**config.mk**
```make
export PLATFORM = sky130hd
export DESIGN_NAME = ex_div_unit_flat
export DESIGN_NICKNAME = d
export VERILOG_FILES = /design/src/rtl/ex_div_unit_pkg.sv /design/src/rtl/ex_div_unit_if.sv /design/src/rtl/ex_div_unit_div_restoring_step.sv /design/src/rtl/ex_div_unit.sv /design/src/flat_wrapper.sv
export SDC_FILE = /design/constraint.sdc
export NUM_CORES = 1
export LEC_CHECK = 0
export CAP_MARGIN = 20
export CORE_UTILIZATION = 35
export DETAILED_ROUTE_END_ITERATION = 6
export DONT_BUFFER_PORTS = 1
export PLACE_DENSITY = 0.6
export SYNTH_ARGS = -nofsm -noshare
export SYNTH_HDL_FRONTEND = slang
export SYNTH_SLANG_ARGS = --single-unit
```
**constraint.sdc**
```tcl
create_clock -name clk -period 5.85 [get_ports clk]
set_input_delay 0.8775 -clock clk [delete_from_list [all_inputs] [get_ports clk]]
set_output_delay 0.8775 -clock clk [all_outputs]
set_load 0.01 [all_outputs]
```
**src/rtl/ex_div_unit_pkg.sv**
```systemverilog
// ---------------------------------------------------------------------------
// ex_div_unit_pkg
// Shared definitions for the EX-stage integer divider:
//   - FSM state encoding (EX_DIV_IDLE / EX_DIV_CALC / EX_DIV_DONE, 2 bits)
//   - op codes for DIV.W, MOD.W, DIV.WU, MOD.WU
//   - the div-class op_type value the decoder uses to raise `start`
//   - helpers that split an op code into the op_mod / flag_unsigned fields
// ---------------------------------------------------------------------------
package ex_div_unit_pkg;

  typedef enum logic [1:0] {
    EX_DIV_IDLE = 2'd0,
    EX_DIV_CALC = 2'd1,
    EX_DIV_DONE = 2'd2
  } ex_div_state_e;

  typedef enum logic [1:0] {
    OP_DIV_W  = 2'd0,
    OP_MOD_W  = 2'd1,
    OP_DIV_WU = 2'd2,
    OP_MOD_WU = 2'd3
  } ex_div_op_e;

  // ID/EX op_type value identifying the divide class; start = (op_type == OP_TYPE_DIV).
  localparam logic [3:0] OP_TYPE_DIV = 4'd6;

  function automatic logic op_is_mod(input ex_div_op_e op);
    return (op == OP_MOD_W) || (op == OP_MOD_WU);
  endfunction

  function automatic logic op_is_unsigned(input ex_div_op_e op);
    return (op == OP_DIV_WU) || (op == OP_MOD_WU);
  endfunction

endpackage

```
**src/rtl/ex_div_unit_if.sv**
```systemverilog
// ---------------------------------------------------------------------------
// ex_div_unit_if
// Bundle between the ID/EX pipeline register / EX stage and the divider.
//   master (EX stage): drives start, op_mod, flag_unsigned, rj_val, rk_val,
//                      reg_d_in, flush; receives stall, done, result, reg_d_out
//   slave  (divider) : the mirror image
// ---------------------------------------------------------------------------
interface ex_div_unit_if #(
  parameter int unsigned WIDTH = 32
);
  logic             start;
  logic             op_mod;
  logic             flag_unsigned;
  logic [WIDTH-1:0] rj_val;
  logic [WIDTH-1:0] rk_val;
  logic [4:0]       reg_d_in;
  logic             flush;
  logic             stall;
  logic             done;
  logic [WIDTH-1:0] result;
  logic [4:0]       reg_d_out;

  modport master (
    output start, op_mod, flag_unsigned, rj_val, rk_val, reg_d_in, flush,
    input  stall, done, result, reg_d_out
  );

  modport slave (
    input  start, op_mod, flag_unsigned, rj_val, rk_val, reg_d_in, flush,
    output stall, done, result, reg_d_out
  );
endinterface

```
**src/rtl/ex_div_unit_div_restoring_step.sv**
```systemverilog
// ---------------------------------------------------------------------------
// div_restoring_step
// One combinational radix-2 restoring division step on magnitudes.
//   rem_i     : partial remainder (always < divisor_i, or any value if divisor is 0)
//   divisor_i : divisor magnitude
//   bit_i     : next dividend bit, MSB first
//   rem_o     : next partial remainder
//   qbit_o    : quotient bit produced by this step
// Kept as its own module so a radix-4 or unrolled step can replace it.
// ---------------------------------------------------------------------------
module div_restoring_step #(
  parameter int unsigned WIDTH = 32
) (
  input  logic [WIDTH-1:0] rem_i,
  input  logic [WIDTH-1:0] divisor_i,
  input  logic             bit_i,
  output logic [WIDTH-1:0] rem_o,
  output logic             qbit_o
);

  // The shifted remainder needs one extra bit before the compare.
  logic [WIDTH:0] shifted;

  always_comb begin
    shifted = {rem_i, bit_i};
    qbit_o  = (shifted >= {1'b0, divisor_i});
    // When the subtract is taken the difference is < divisor, so the low
    // WIDTH bits of the modular subtraction are exact.
    rem_o   = qbit_o ? (shifted[WIDTH-1:0] - divisor_i) : shifted[WIDTH-1:0];
  end

endmodule

```
**src/rtl/ex_div_unit.sv**
```systemverilog
// ---------------------------------------------------------------------------
// ex_div_unit
// Multi-cycle EX-stage integer divider for DIV.W, MOD.W, DIV.WU, MOD.WU
// (radix-2 restoring, WIDTH steps on magnitudes, signs applied at the end).
//
// Ports:
//   clk   : clock, rising edge
//   rst_n : asynchronous active-low reset
//   bus   : ex_div_unit_if.slave
//             in : start, op_mod, flag_unsigned, rj_val, rk_val, reg_d_in, flush
//             out: stall, done, result, reg_d_out
//
// Optional feature macro: EX_DIV_EARLY_OUT_EN
//   When defined, an op with |rj| < |rk| or rk == 0 bypasses CALC and
//   completes in cycle 1. When undefined every op takes WIDTH+1 cycles and
//   no magnitude comparator is built.
//
// Timing: accept cycle 0, CALC cycles 1..WIDTH, done in cycle WIDTH+1.
// stall and done are combinational and are forced low by flush.
// ---------------------------------------------------------------------------
module ex_div_unit
  import ex_div_unit_pkg::*;
#(
  parameter int unsigned WIDTH = 32,
  parameter int unsigned CNT_W = 6
) (
  input  logic         clk,
  input  logic         rst_n,
  ex_div_unit_if.slave bus
);

  // -------------------------------------------------------------------------
  // State
  // -------------------------------------------------------------------------
  ex_div_state_e    state_q, state_d;
  logic [CNT_W-1:0] cnt_q, cnt_d;
  // quot_q starts as the dividend magnitude; each step shifts one dividend
  // bit out of the top and one quotient bit in at the bottom.
  logic [WIDTH-1:0] quot_q, quot_d;
  logic [WIDTH-1:0] rem_q, rem_d;
  logic [WIDTH-1:0] dvs_q, dvs_d;
  logic             op_mod_q, op_mod_d;
  logic             qsign_q, qsign_d;
  logic             rsign_q, rsign_d;
  logic             dz_q, dz_d;
  logic [4:0]       regd_q, regd_d;
  logic [WIDTH-1:0] result_q, result_d;
  logic [4:0]       reg_d_out_q, reg_d_out_d;

  logic             stall;
  logic             done;

  // -------------------------------------------------------------------------
  // Operand conditioning
  // -------------------------------------------------------------------------
  logic             rj_neg;
  logic             rk_neg;
  logic             rk_zero;
  logic [WIDTH-1:0] rj_mag;
  logic [WIDTH-1:0] rk_mag;

  assign rj_neg  = ~bus.flag_unsigned & bus.rj_val[WIDTH-1];
  assign rk_neg  = ~bus.flag_unsigned & bus.rk_val[WIDTH-1];
  assign rj_mag  = rj_neg ? -bus.rj_val : bus.rj_val;
  assign rk_mag  = rk_neg ? -bus.rk_val : bus.rk_val;
  assign rk_zero = (bus.rk_val == '0);

  logic early;
`ifdef EX_DIV_EARLY_OUT_EN
  assign early = rk_zero | (rj_mag < rk_mag);
`else
  assign early = 1'b0;
`endif

  // -------------------------------------------------------------------------
  // Restoring step
  // -------------------------------------------------------------------------
  logic [WIDTH-1:0] step_rem;
  logic             step_qbit;

  div_restoring_step #(
    .WIDTH (WIDTH)
  ) u_step (
    .rem_i     (rem_q),
    .divisor_i (dvs_q),
    .bit_i     (quot_q[WIDTH-1]),
    .rem_o     (step_rem),
    .qbit_o    (step_qbit)
  );

  // -------------------------------------------------------------------------
  // Sign fix-up, evaluated while in DONE
  // -------------------------------------------------------------------------
  logic [WIDTH-1:0] quot_fin;
  logic [WIDTH-1:0] rem_fin;
  logic [WIDTH-1:0] fin;

  always_comb begin
    // Divide by zero: quotient all ones irrespective of signs. The remainder
    // magnitude equals |rj| on that path, so re-applying the dividend sign
    // reproduces rj_val exactly.
    quot_fin = dz_q ? '1 : (qsign_q ? -quot_q : quot_q);
    rem_fin  = rsign_q ? -rem_q : rem_q;
    fin      = op_mod_q ? rem_fin : quot_fin;
  end

  // -------------------------------------------------------------------------
  // Next-state / output logic
  // -------------------------------------------------------------------------
  always_comb begin
    state_d     = state_q;
    cnt_d       = cnt_q;
    quot_d      = quot_q;
    rem_d       = rem_q;
    dvs_d       = dvs_q;
    op_mod_d    = op_mod_q;
    qsign_d     = qsign_q;
    rsign_d     = rsign_q;
    dz_d        = dz_q;
    regd_d      = regd_q;
    result_d    = result_q;
    reg_d_out_d = reg_d_out_q;
    stall       = 1'b0;
    done        = 1'b0;

    if (bus.flush) begin
      state_d = EX_DIV_IDLE;
    end else begin
      unique case (state_q)
        EX_DIV_IDLE: begin
          if (bus.start) begin
            stall    = 1'b1;
            op_mod_d = bus.op_mod;
            regd_d   = bus.reg_d_in;
            qsign_d  = rj_neg ^ rk_neg;
            rsign_d  = rj_neg;
            dz_d     = rk_zero;
            dvs_d    = rk_mag;
            cnt_d    = '0;
            quot_d   = rj_mag;
            rem_d    = '0;
            state_d  = EX_DIV_CALC;
            if (early) begin
              quot_d  = rk_zero ? '1 : '0;
              rem_d   = rj_mag;
              state_d = EX_DIV_DONE;
            end
          end
        end

        EX_DIV_CALC: begin
          stall  = 1'b1;
          quot_d = {quot_q[WIDTH-2:0], step_qbit};
          rem_d  = step_rem;
          if (cnt_q == CNT_W'(WIDTH - 1)) begin
            state_d = EX_DIV_DONE;
          end else begin
            cnt_d = cnt_q + CNT_W'(1);
          end
        end

        EX_DIV_DONE: begin
          done        = 1'b1;
          result_d    = fin;
          reg_d_out_d = regd_q;
          state_d     = EX_DIV_IDLE;
        end

        default: state_d = EX_DIV_IDLE;
      endcase
    end
  end

  // -------------------------------------------------------------------------
  // State registers
  // -------------------------------------------------------------------------
  always_ff @(posedge clk or negedge rst_n) begin
    if (!rst_n) begin
      state_q     <= EX_DIV_IDLE;
      cnt_q       <= '0;
      quot_q      <= '0;
      rem_q       <= '0;
      dvs_q       <= '0;
      op_mod_q    <= 1'b0;
      qsign_q     <= 1'b0;
      rsign_q     <= 1'b0;
      dz_q        <= 1'b0;
      regd_q      <= '0;
      result_q    <= '0;
      reg_d_out_q <= '0;
    end else begin
      state_q     <= state_d;
      cnt_q       <= cnt_d;
      quot_q      <= quot_d;
      rem_q       <= rem_d;
      dvs_q       <= dvs_d;
      op_mod_q    <= op_mod_d;
      qsign_q     <= qsign_d;
      rsign_q     <= rsign_d;
      dz_q        <= dz_d;
      regd_q      <= regd_d;
      result_q    <= result_d;
      reg_d_out_q <= reg_d_out_d;
    end
  end

  // result/reg_d_out are registered so they hold between ops, but the value
  // is bypassed straight from the fix-up logic during DONE so it is visible
  // in the same cycle as done.
  assign bus.stall     = stall;
  assign bus.done      = done;
  assign bus.result    = done ? fin : result_q;
  assign bus.reg_d_out = done ? regd_q : reg_d_out_q;

endmodule

```
**src/flat_wrapper.sv**
```systemverilog
// flat-port wrapper written by rule: the top's interface ports become plain ports
module ex_div_unit_flat import ex_div_unit_pkg::*;
#(
  parameter int unsigned WIDTH = 32,
  parameter int unsigned CNT_W = 6
)
  (clk, rst_n, bus_start, bus_op_mod, bus_flag_unsigned, bus_rj_val, bus_rk_val, bus_reg_d_in, bus_flush, bus_stall, bus_done, bus_result, bus_reg_d_out);
  ex_div_unit_if #(.WIDTH(WIDTH)) bus_i ();
  input  logic clk;
  input  logic rst_n;
  input wire logic [$bits(bus_i.start)-1:0] bus_start;
  input wire logic [$bits(bus_i.op_mod)-1:0] bus_op_mod;
  input wire logic [$bits(bus_i.flag_unsigned)-1:0] bus_flag_unsigned;
  input wire logic [$bits(bus_i.rj_val)-1:0] bus_rj_val;
  input wire logic [$bits(bus_i.rk_val)-1:0] bus_rk_val;
  input wire logic [$bits(bus_i.reg_d_in)-1:0] bus_reg_d_in;
  input wire logic [$bits(bus_i.flush)-1:0] bus_flush;
  output wire logic [$bits(bus_i.stall)-1:0] bus_stall;
  output wire logic [$bits(bus_i.done)-1:0] bus_done;
  output wire logic [$bits(bus_i.result)-1:0] bus_result;
  output wire logic [$bits(bus_i.reg_d_out)-1:0] bus_reg_d_out;
  assign bus_i.start = bus_start;
  assign bus_i.op_mod = bus_op_mod;
  assign bus_i.flag_unsigned = bus_flag_unsigned;
  assign bus_i.rj_val = bus_rj_val;
  assign bus_i.rk_val = bus_rk_val;
  assign bus_i.reg_d_in = bus_reg_d_in;
  assign bus_i.flush = bus_flush;
  assign bus_stall = bus_i.stall;
  assign bus_done = bus_i.done;
  assign bus_result = bus_i.result;
  assign bus_reg_d_out = bus_i.reg_d_out;
  ex_div_unit #(.WIDTH(WIDTH), .CNT_W(CNT_W)) u_core (.clk(clk), .rst_n(rst_n), .bus(bus_i));
endmodule
```
After elaboration in Yosys (flattened, before gate mapping)
Cells that the tools add are included.
- $lt $le $gt $ge: 1
- $add $sub $neg: 6
- reduce and logical (&&, ||, !) cells: 8
- equality and inequality tests: 7
- mux-type cells: 25
- bitwise operators: 5
- operators by type and width (kind ; count):
    $mux W32 ; 10
    $neg A32 Y32 ; 4
    $pmux W32 S2 ; 2
    $ge A33 B32 Y1 ; 1
    $logic_not A32 Y1 ; 1
    $sub A32 B32 Y32 ; 1
    $mux W6 ; 2
    $pmux W6 S2 ; 1
    $add A6 B1 Y6 const B ; 1
    $eq A6 B5 Y1 const B ; 1
    $mux W2 ; 3
    $reduce_and A3 Y1 ; 2
    $mux W5 ; 1
    $mux W1 ; 4
    $ne A2 B2 Y1 const B ; 2
    $pmux W2 S2 ; 1
    $reduce_and A2 Y1 ; 2
    $reduce_and A4 Y1 ; 1
    $ne A3 B2 Y1 const B ; 1
    $ne A3 B3 Y1 const B ; 1
    $and A1 B1 Y1 ; 2
    $eq A2 B1 Y1 const B ; 1
    $eq A2 B2 Y1 const B ; 1
    $logic_not A2 Y1 ; 1
    4 further kinds ; 5
- register bits: 150
- word-level logic and storage cells: 64
- output and inout port bits: 39
- input port bits: 75

Depth between registers and ports, before layout
Gate-level depths: netlist of the first run.
- depth in word-level cells: 5
- depth in mapped cells: 13
- gate-level depth less buffers: 12

Hierarchy
From an unflattened synthesis of the first run, not the netlist that was laid out.
- cell total of the unflattened synthesis: 1379
- area, all modules: 11103.1 um2
- modules (own cells, without submodules) (module ; seq. area each (um2) ; area an instance (um2) ; cells each ; times used):
    ex_div_unit ; 3753.6 ; 8857.2 ; 1059 ; 1
    div_restoring_step ; 0.0 ; 2245.9 ; 320 ; 1

Worst setup path before layout of the first run
OpenSTA, ideal clock, no wires.
- kind: reg-to-output
- start: reg u_core.quot_q[16]
- end: out bus_result[29]
- slack: 2309 ps
- arrival time: 2664 ps
- data required time: 4973 ps
- stages on the path, launching flop included: 9
- buffers on the path: 0
- cell sequence: dfrtp_1 > or4_4 > or3_4 > or4_4 > or2_4 > nand2_1 > xor2_1 > a221oi_1 > a21o_1
- word-level cells in the longest chain between the ends: 5
- RTL lines (what ; RTL line ; source):
    start: declaration ; ex_div_unit.sv:39 ; logic [WIDTH-1:0] quot_q, quot_d;
    start signal: assignment ; ex_div_unit.sv:194 ; quot_q <= quot_d;
    $neg A32 Y32 ; ex_div_unit.sv:102 ; quot_fin = dz_q ? '1 : (qsign_q ? -quot_q : quot_q);
    $mux W32 (2 in a row) ; ex_div_unit.sv:102 ;
    $mux W32 ; ex_div_unit.sv:104 ; fin = op_mod_q ? rem_fin : quot_fin;
    $mux W32 ; ex_div_unit.sv:212 ; assign bus.result = done ? fin : result_q;
    end: declaration ; flat_wrapper.sv:20 ; output wire logic [$bits(bus_i.result)-1:0] bus_result;
Every way passes these cells.

Worst setup path in the final report of the first run
- start: reg u_core.quot_q[8]
- end: out bus_result[22]
Same word-level chain as after synthesis.

==> impl_metrics.csv, run 1 <==
group,metric,value,unit
synthesis,synth_sequential_area_ratio,35.17,%
grt,pin_count_of_the_biggest_net_entering_global_routing,151,
cells_and_area,share_of_post_route_cells_with_drive_strength_above_1,4.988,%
grt,grtUsageTotal,19.90,%
timing,rsz0062_at_grt,"no",
timing,worst_slew_pin_slew,0.9578,ns
synthesis,mean_instance_size_in_the_synthesized_netlist,8.247,um^2
power,power_per_cell_area,602.3,nW/um^2
timing,shortest_clock_period_the_worst_path_allows_after_layout,4.329,ns
cells_and_area,regArea,3754,um^2
critical_path,critical_path_class,"flop to primary output",
floorplanning,die-area,31190,um^2
synthesis,netlist_instances,1294,
worst_hold_path,hold_class,"primary input to asynchronous set/reset pin",
floorplanning,design.portCount,114,
grt,wire_length_of_the_first_global_routing_pass,48.89,mm
timing,max_clock_freq,231.0,MHz
clocking,cts_hold_buf,0,
synthesis,synth-warning-count,0,
power,irDropWorstVdd,0.0002665,V
detailed_routing,detail_route.wl_per_cell,18.37,um
timing,timing.final.setup_violations,0,
grt,grt_antenna_before_repair,0,
detailed_routing,firstDrtPassIters,5,
critical_path,worstSetupStartpointType,"flop",
clocking,cts-htree-levels,4,
power,p_leak,5.072,nW
synthesis,post-synth-top-count-cell,"nand2_1",
floorplanning,floorplan.core_area,29800,um^2
synthesis,synth_top_area_share,35.17,%
clocking,cts-root-buf,"clkbuf_16",
floorplanning,initial_utilization,35.82,%
clocking,clock_sink_count,150,
synthesis,synthesis.nets,1407,
synthesis,synth_top_area_cell,"dfrtp_1",
cells_and_area,filler_cell_count,3069,
grt,number_of_global_route_vias_before_repair,9045,
clocking,setup_bufs_post_cts,0,
cells_and_area,area_growth_syn_to_layout,8.723,%
floorplanning,dieHeight,176.6,um
clocking,max-clock-path-buffers,2,
critical_path,worst_path_slowest_cell,"a221oi_1",
clocking,cts-buffers-inserted,17,
timing,finalSetupTns,0,ns
timing,final-hold-violation-count,0,
timing,slew_headroom,36.02,%
timing,finClkSkew,0.01529,ns
critical_path,path_cells,"or4_4 > or3_4 > or3_4 > o21ai_0 > nand2_1 > xnor2_1 > a221oi_1",
detailed_routing,dr_drc_count,0,
synthesis,syn-cell-area,10670,um^2
timing,setup_slack,1.521,ns
detailed_routing,vias_per_cell,5.667,
place,gp_congestion,0.8919,
synthesis,edff_count_synth,0,
status,result_of_the_run,"finished, final reports clean",
run,timing.max_cap.violations,0,
critical_path,r2r_end,"u_core.rem_q[8]",
critical_path,worst_r2r_startpoint,"u_core.rem_q[15]",
critical_path,cp_common_cell,"or3_4",
cells_and_area,area_occupied_by_multi_input_gates,6427,um^2
power,post-layout-total-power,0.006989,W
synthesis,async_flop_share,100.0,%
clocking,cts_tree,"yes",
cells_and_area,postLayoutCoreUtil,38.94,%
cells_and_area,nNetsFinal,1363,
clocking,post_cts_resized,0,
floorplanning,die_w,176.6,um
place,detailed_place_hpwl,22.14,mm
place,pre_cts_ws,2.003,ns
cells_and_area,finalInstanceArea,11600,um^2
grt,total_overflow_reported_by_the_global_router,0,
synthesis,synth.distinct_cells,71,
detailed_routing,drtIter0Drc,642,
detailed_routing,wirelength,30.39,mm
synthesis,synth_ff_type,"dfrtp_1",
place,port_buffers,0,
critical_path,crit_path_end_kind,"primary output",
critical_path,worst_ep_arrival_time,3.45,ns
critical_path,worst-r2r-setup-slack,1.99,ns
critical_path,max_stage_delay,0.65,ns
critical_path,worst-path-max-fanout,6,
critical_path,rr_worst_depth,10,
critical_path,timing.critical_path.required,4.97,ns
synthesis,synth.top_cells.by_area,"dfrtp_1, xor2_1, nand2_1, o21ai_0, xnor2_1",
clocking,insertion_delay,0.44,ns
timing,period_share,74.00,%
place,detailed_place.area,10950,um^2
detailed_routing,vias,9373,
synthesis,ys_ff_latch,150,
clocking,worst_setup_hold_path_clk_slew,0.07,ns
synthesis,leading_cell_types_by_count_after_synthesis,"nand2_1, dfrtp_1, o21ai_0",
timing,timing.final.max_slew_violations,0,
detailed_routing,detail-route-antenna-nets,0,
floorplanning,placementRows,63,
==> how the worst max path moves through the flow <==
stage / startpoint / endpoint / slack (ns) / cells past startpoint
4_1_cts: u_core.quot_q[8] / bus_result[22] / 1.53 / 7
3_3_place_gp: bus_flush / bus_result[31] / 2.05 / 7
3_5_place_dp: bus_flush / bus_result[31] / 2.00 / 7
6_report: u_core.quot_q[8] / bus_result[22] / 1.52 / 7
5_1_grt: u_core.quot_q[8] / bus_result[22] / 1.27 / 7
2_1_floorplan: u_core.quot_q[16] / bus_result[29] / 2.31 / 8
==> where the power goes <==
group          leakage, nW  internal, W  total [W]  switching (W)
Clock                0.305     0.000622    0.00117       0.000543
Sequential            1.92      0.00147    0.00196       0.000484
Combinational         2.85      0.00143    0.00386        0.00243
==> critical path, delay by kind of cell (launching register included) <==
kind / cells / cell delay (ns)
flops: 1 / 0.46
simple gates: 4 / 1.43
compound gates: 2 / 0.99
xor+xnor: 1 / 0.15
==> sequential cells by signal (all words and copies together) (netlist names) <==
name                cells
u_core.cnt_q            6
u_core.dvs_q           32
u_core.dz_q             1
u_core.op_mod_q         1
u_core.qsign_q          1
u_core.quot_q          32
u_core.reg_d_out_q      5
u_core.regd_q           5
u_core.rem_q           32
u_core.result_q        32
u_core.rsign_q          1
u_core.state_q          2
==> cells in the final DEF, fill, tap and decap left out, drive strengths merged, types with 16 or more instances in the layout <==
cell,instances
nand3,25
a21o,28
a21oi,79
nor3,16
ha,37
inv,64
xor2,93
mux2i,16
xnor2,56
clkbuf,17
o21ai,138
nand2,189
dfrtp,150
a221oi,24
o31ai,32
nor2,89
==> through the flow <==
step / std cells / hold slack, ns
2_1_floorplan: 1294 / 0.4455
3_3_place_gp: 1620 / 0.4584
3_5_place_dp: 1620 / 0.4621
4_1_cts: 1652 / 0.1227
5_1_grt: 1653 / 0.1212
6_report: 1654 / 0.1390
==> cells by family (layout without fill, tap and decap cells) <==
family,Yosys count,count (layout),share of synthesized area (%)
other,0,1,0
DFF,150,150,35.17
xor gates and xnor gates,149,149,12.23
and+or+nand+nor,411,411,17.58
AOI/OAI and AO/OA,398,398,24.12
buffers and inverters,131,100,4.772
muxes,17,17,1.606
adders and majority gates,38,38,4.526
==> final cells by class <==
| class | count | area share [%] |
|---|---|---|
| tap | 390 | 4.206 |
| clock buffer | 17 | 3.667 |
| antenna | 1 | 0.02157 |
| timing repair buffer | 10 | 0.7117 |
| clock inverter | 15 | 1.769 |
| multi-input combinational | 1013 | 55.40 |
| inverter | 58 | 1.876 |
| sequential | 150 | 32.35 |
==> layer usage <==
metal  share of wire, %  up-vias  GRT usage (%)  wire length, um
met5                  0        -              0                0
met4                2.7        0          7.615              827
met3                5.2       48          3.952             1565
met2                 49      219          32.75            14790
met1                 43     4563          25.62            13200
li1                   -     4543              -                -
Power figures use the tool's default switching activity.
==> inputs of run 2 (changes only) <==
Clock period 5.85 ns to 4.3 ns, I/O delays scaled along.
==> impl_metrics.csv, run 2 (same netlist as run 1, synthesis figures left out) <==
group,metric,value,unit
critical_path,crit_path_end_kind,"primary output",
detailed_routing,dr_drc_count,0,
power,p_leak,5.098,nW
cells_and_area,area_growth_syn_to_layout,9.051,%
detailed_routing,firstDrtPassIters,5,
critical_path,worst_ep_arrival_time,3.35,ns
detailed_routing,wirelength,29.95,mm
clocking,setup_bufs_post_cts,0,
critical_path,worst-r2r-setup-slack,0.82,ns
clocking,worst_setup_hold_path_clk_slew,0.07,ns
timing,worst_hold_slack,0.2122,ns
place,detailed_place_hpwl,22.12,mm
floorplanning,dieHeight,176.6,um
floorplanning,die_w,176.6,um
cells_and_area,nNetsFinal,1369,
clocking,cts-buffers-inserted,17,
place,detailed_place.area,11010,um^2
place,port_buffers,0,
status,result_of_the_run,"finished, final reports clean",
grt,total_overflow_reported_by_the_global_router,0,
cells_and_area,most_common_cell_after_layout_fill_and_taps_aside,"nand2_1",
critical_path,rr_worst_depth,10,
cells_and_area,top_library_cells_by_usage_in_the_layout_fill_and_taps_aside,"nand2_1, dfrtp_1, o21ai_0",
grt,grt_antenna_before_repair,0,
clocking,cts-root-buf,"clkbuf_16",
clocking,cts_hold_buf,1,
place,gp_congestion,0.8686,
critical_path,worst_r2r_startpoint,"u_core.rem_q[15]",
critical_path,worst-path-max-fanout,5,
clocking,clock_sink_count,150,
grt,number_of_global_route_vias_before_repair,8964,
critical_path,max_stage_delay,0.59,ns
timing,timing.final.max_slew_violations,0,
timing,shortest_clock_period_the_worst_path_allows_after_layout,3.994,ns
timing,timing.final.setup_violations,0,
detailed_routing,vias_per_cell,5.625,
timing,max_clock_freq,250.4,MHz
critical_path,cp_common_cell,"or4_4",
critical_path,r2r_end,"u_core.rem_q[23]",
detailed_routing,detail_route.wl_per_cell,18.05,um
clocking,post_cts_resized,0,
timing,finClkSkew,0.01859,ns
grt,grtUsageTotal,19.51,%
timing,period_share,92.88,%
clocking,cts_tree,"yes",
detailed_routing,vias,9332,
detailed_routing,detail-route-antenna-nets,0,
clocking,insertion_delay,0.44,ns
cells_and_area,layoutNonFillerInstCount,1659,
critical_path,worst_path_slowest_cell,"a221oi_1",
detailed_routing,drtIter0Drc,533,
floorplanning,design.portCount,114,
critical_path,worst_path_dominant_cell_family,"simple AND/OR/NAND/NOR gates",
cells_and_area,antenna_cells_inserted,0,
floorplanning,floorplan.core_area,29800,um^2
timing,rsz0062_at_grt,"no",
timing,slew_headroom,30.57,%
floorplanning,initial_utilization,35.82,%
clocking,max-clock-path-buffers,2,
worst_hold_path,hold_class,"primary input to asynchronous set/reset pin",
grt,pin_count_of_the_biggest_net_entering_global_routing,151,
critical_path,critical_path.n_buffers_inverters,0,
critical_path,critical_path_class,"flop to primary output",
cells_and_area,postLayoutCoreUtil,39.06,%
floorplanning,placementRows,63,
power,power_per_cell_area,815.3,nW/um^2
clocking,cts-htree-levels,4,
timing,finalSetupTns,0,ns
timing,final-hold-violation-count,0,
floorplanning,die-area,31190,um^2
cells_and_area,filler_cell_count,3057,
cells_and_area,share_of_post_route_cells_with_drive_strength_above_1,5.437,%
grt,wire_length_of_the_first_global_routing_pass,48.20,mm
cells_and_area,finalInstanceArea,11640,um^2
critical_path,worstSetupStartpointType,"flop",
timing,worst_slew_pin_slew,1.037,ns
run,timing.max_cap.violations,0,
place,dpl.cell_count,1626,
critical_path,timing.critical_path.required,3.65,ns
critical_path,path_cells,"or4_4 > or3_4 > or4_4 > o31ai_1 > xor2_1 > a221oi_1",
power,irDropWorstVdd,0.0003715,V
[run 2: routing by layer]
metal | up-vias | GRT usage (%) | wire (um)
met2 | 195 | 32.42 | 14450
li1 | 4564 | - | -
met1 | 4531 | 25.32 | 13240
met4 | 0 | 6.681 | 875
met5 | - | 0 | 0
met3 | 42 | 3.608 | 1384
[run 2: metrics by stage]
stage	setup WS [ns]	total power, W
floorplan	0.9912	0.006551
global placement	0.8017	0.007879
detailed placement	0.8059	0.007899
CTS	0.3248	0.009498
global route	0.1551	0.01027
finish	0.3060	0.009488
[run 2: how the worst max path moves through the flow]
stage,start,end,slack [ns],cells past startpoint
global route,u_core.quot_q[10],bus_result[16],0.16,7
finish,u_core.quot_q[16],bus_result[27],0.31,6
floorplan,u_core.quot_q[16],bus_result[29],0.99,8
CTS,u_core.quot_q[8],bus_result[16],0.32,7
detailed placement,u_core.quot_q[16],bus_result[29],0.81,8
global placement,u_core.quot_q[16],bus_result[29],0.80,8
[run 2: final cells by class]
cell class | count | area (um^2) | area share, %
Multi-Input combinational cell | 1013 | 6427 | 55.23
Sequential cell | 150 | 3754 | 32.25
Tap cell | 390 | 488.0 | 4.193
Clock buffer | 17 | 425.4 | 3.656
Inverter | 58 | 217.7 | 1.871
Clock inverter | 15 | 172.7 | 1.484
Timing Repair Buffer | 16 | 152.6 | 1.312
[run 2: report_power, final]
group | switching (W) | leakage, nW | total (W) | internal, W
combinational | 0.00328 | 2.89 | 0.00528 | 0.00200
sequential | 0.000665 | 1.92 | 0.00267 | 0.00200
clock | 0.000746 | 0.290 | 0.00153 | 0.000788
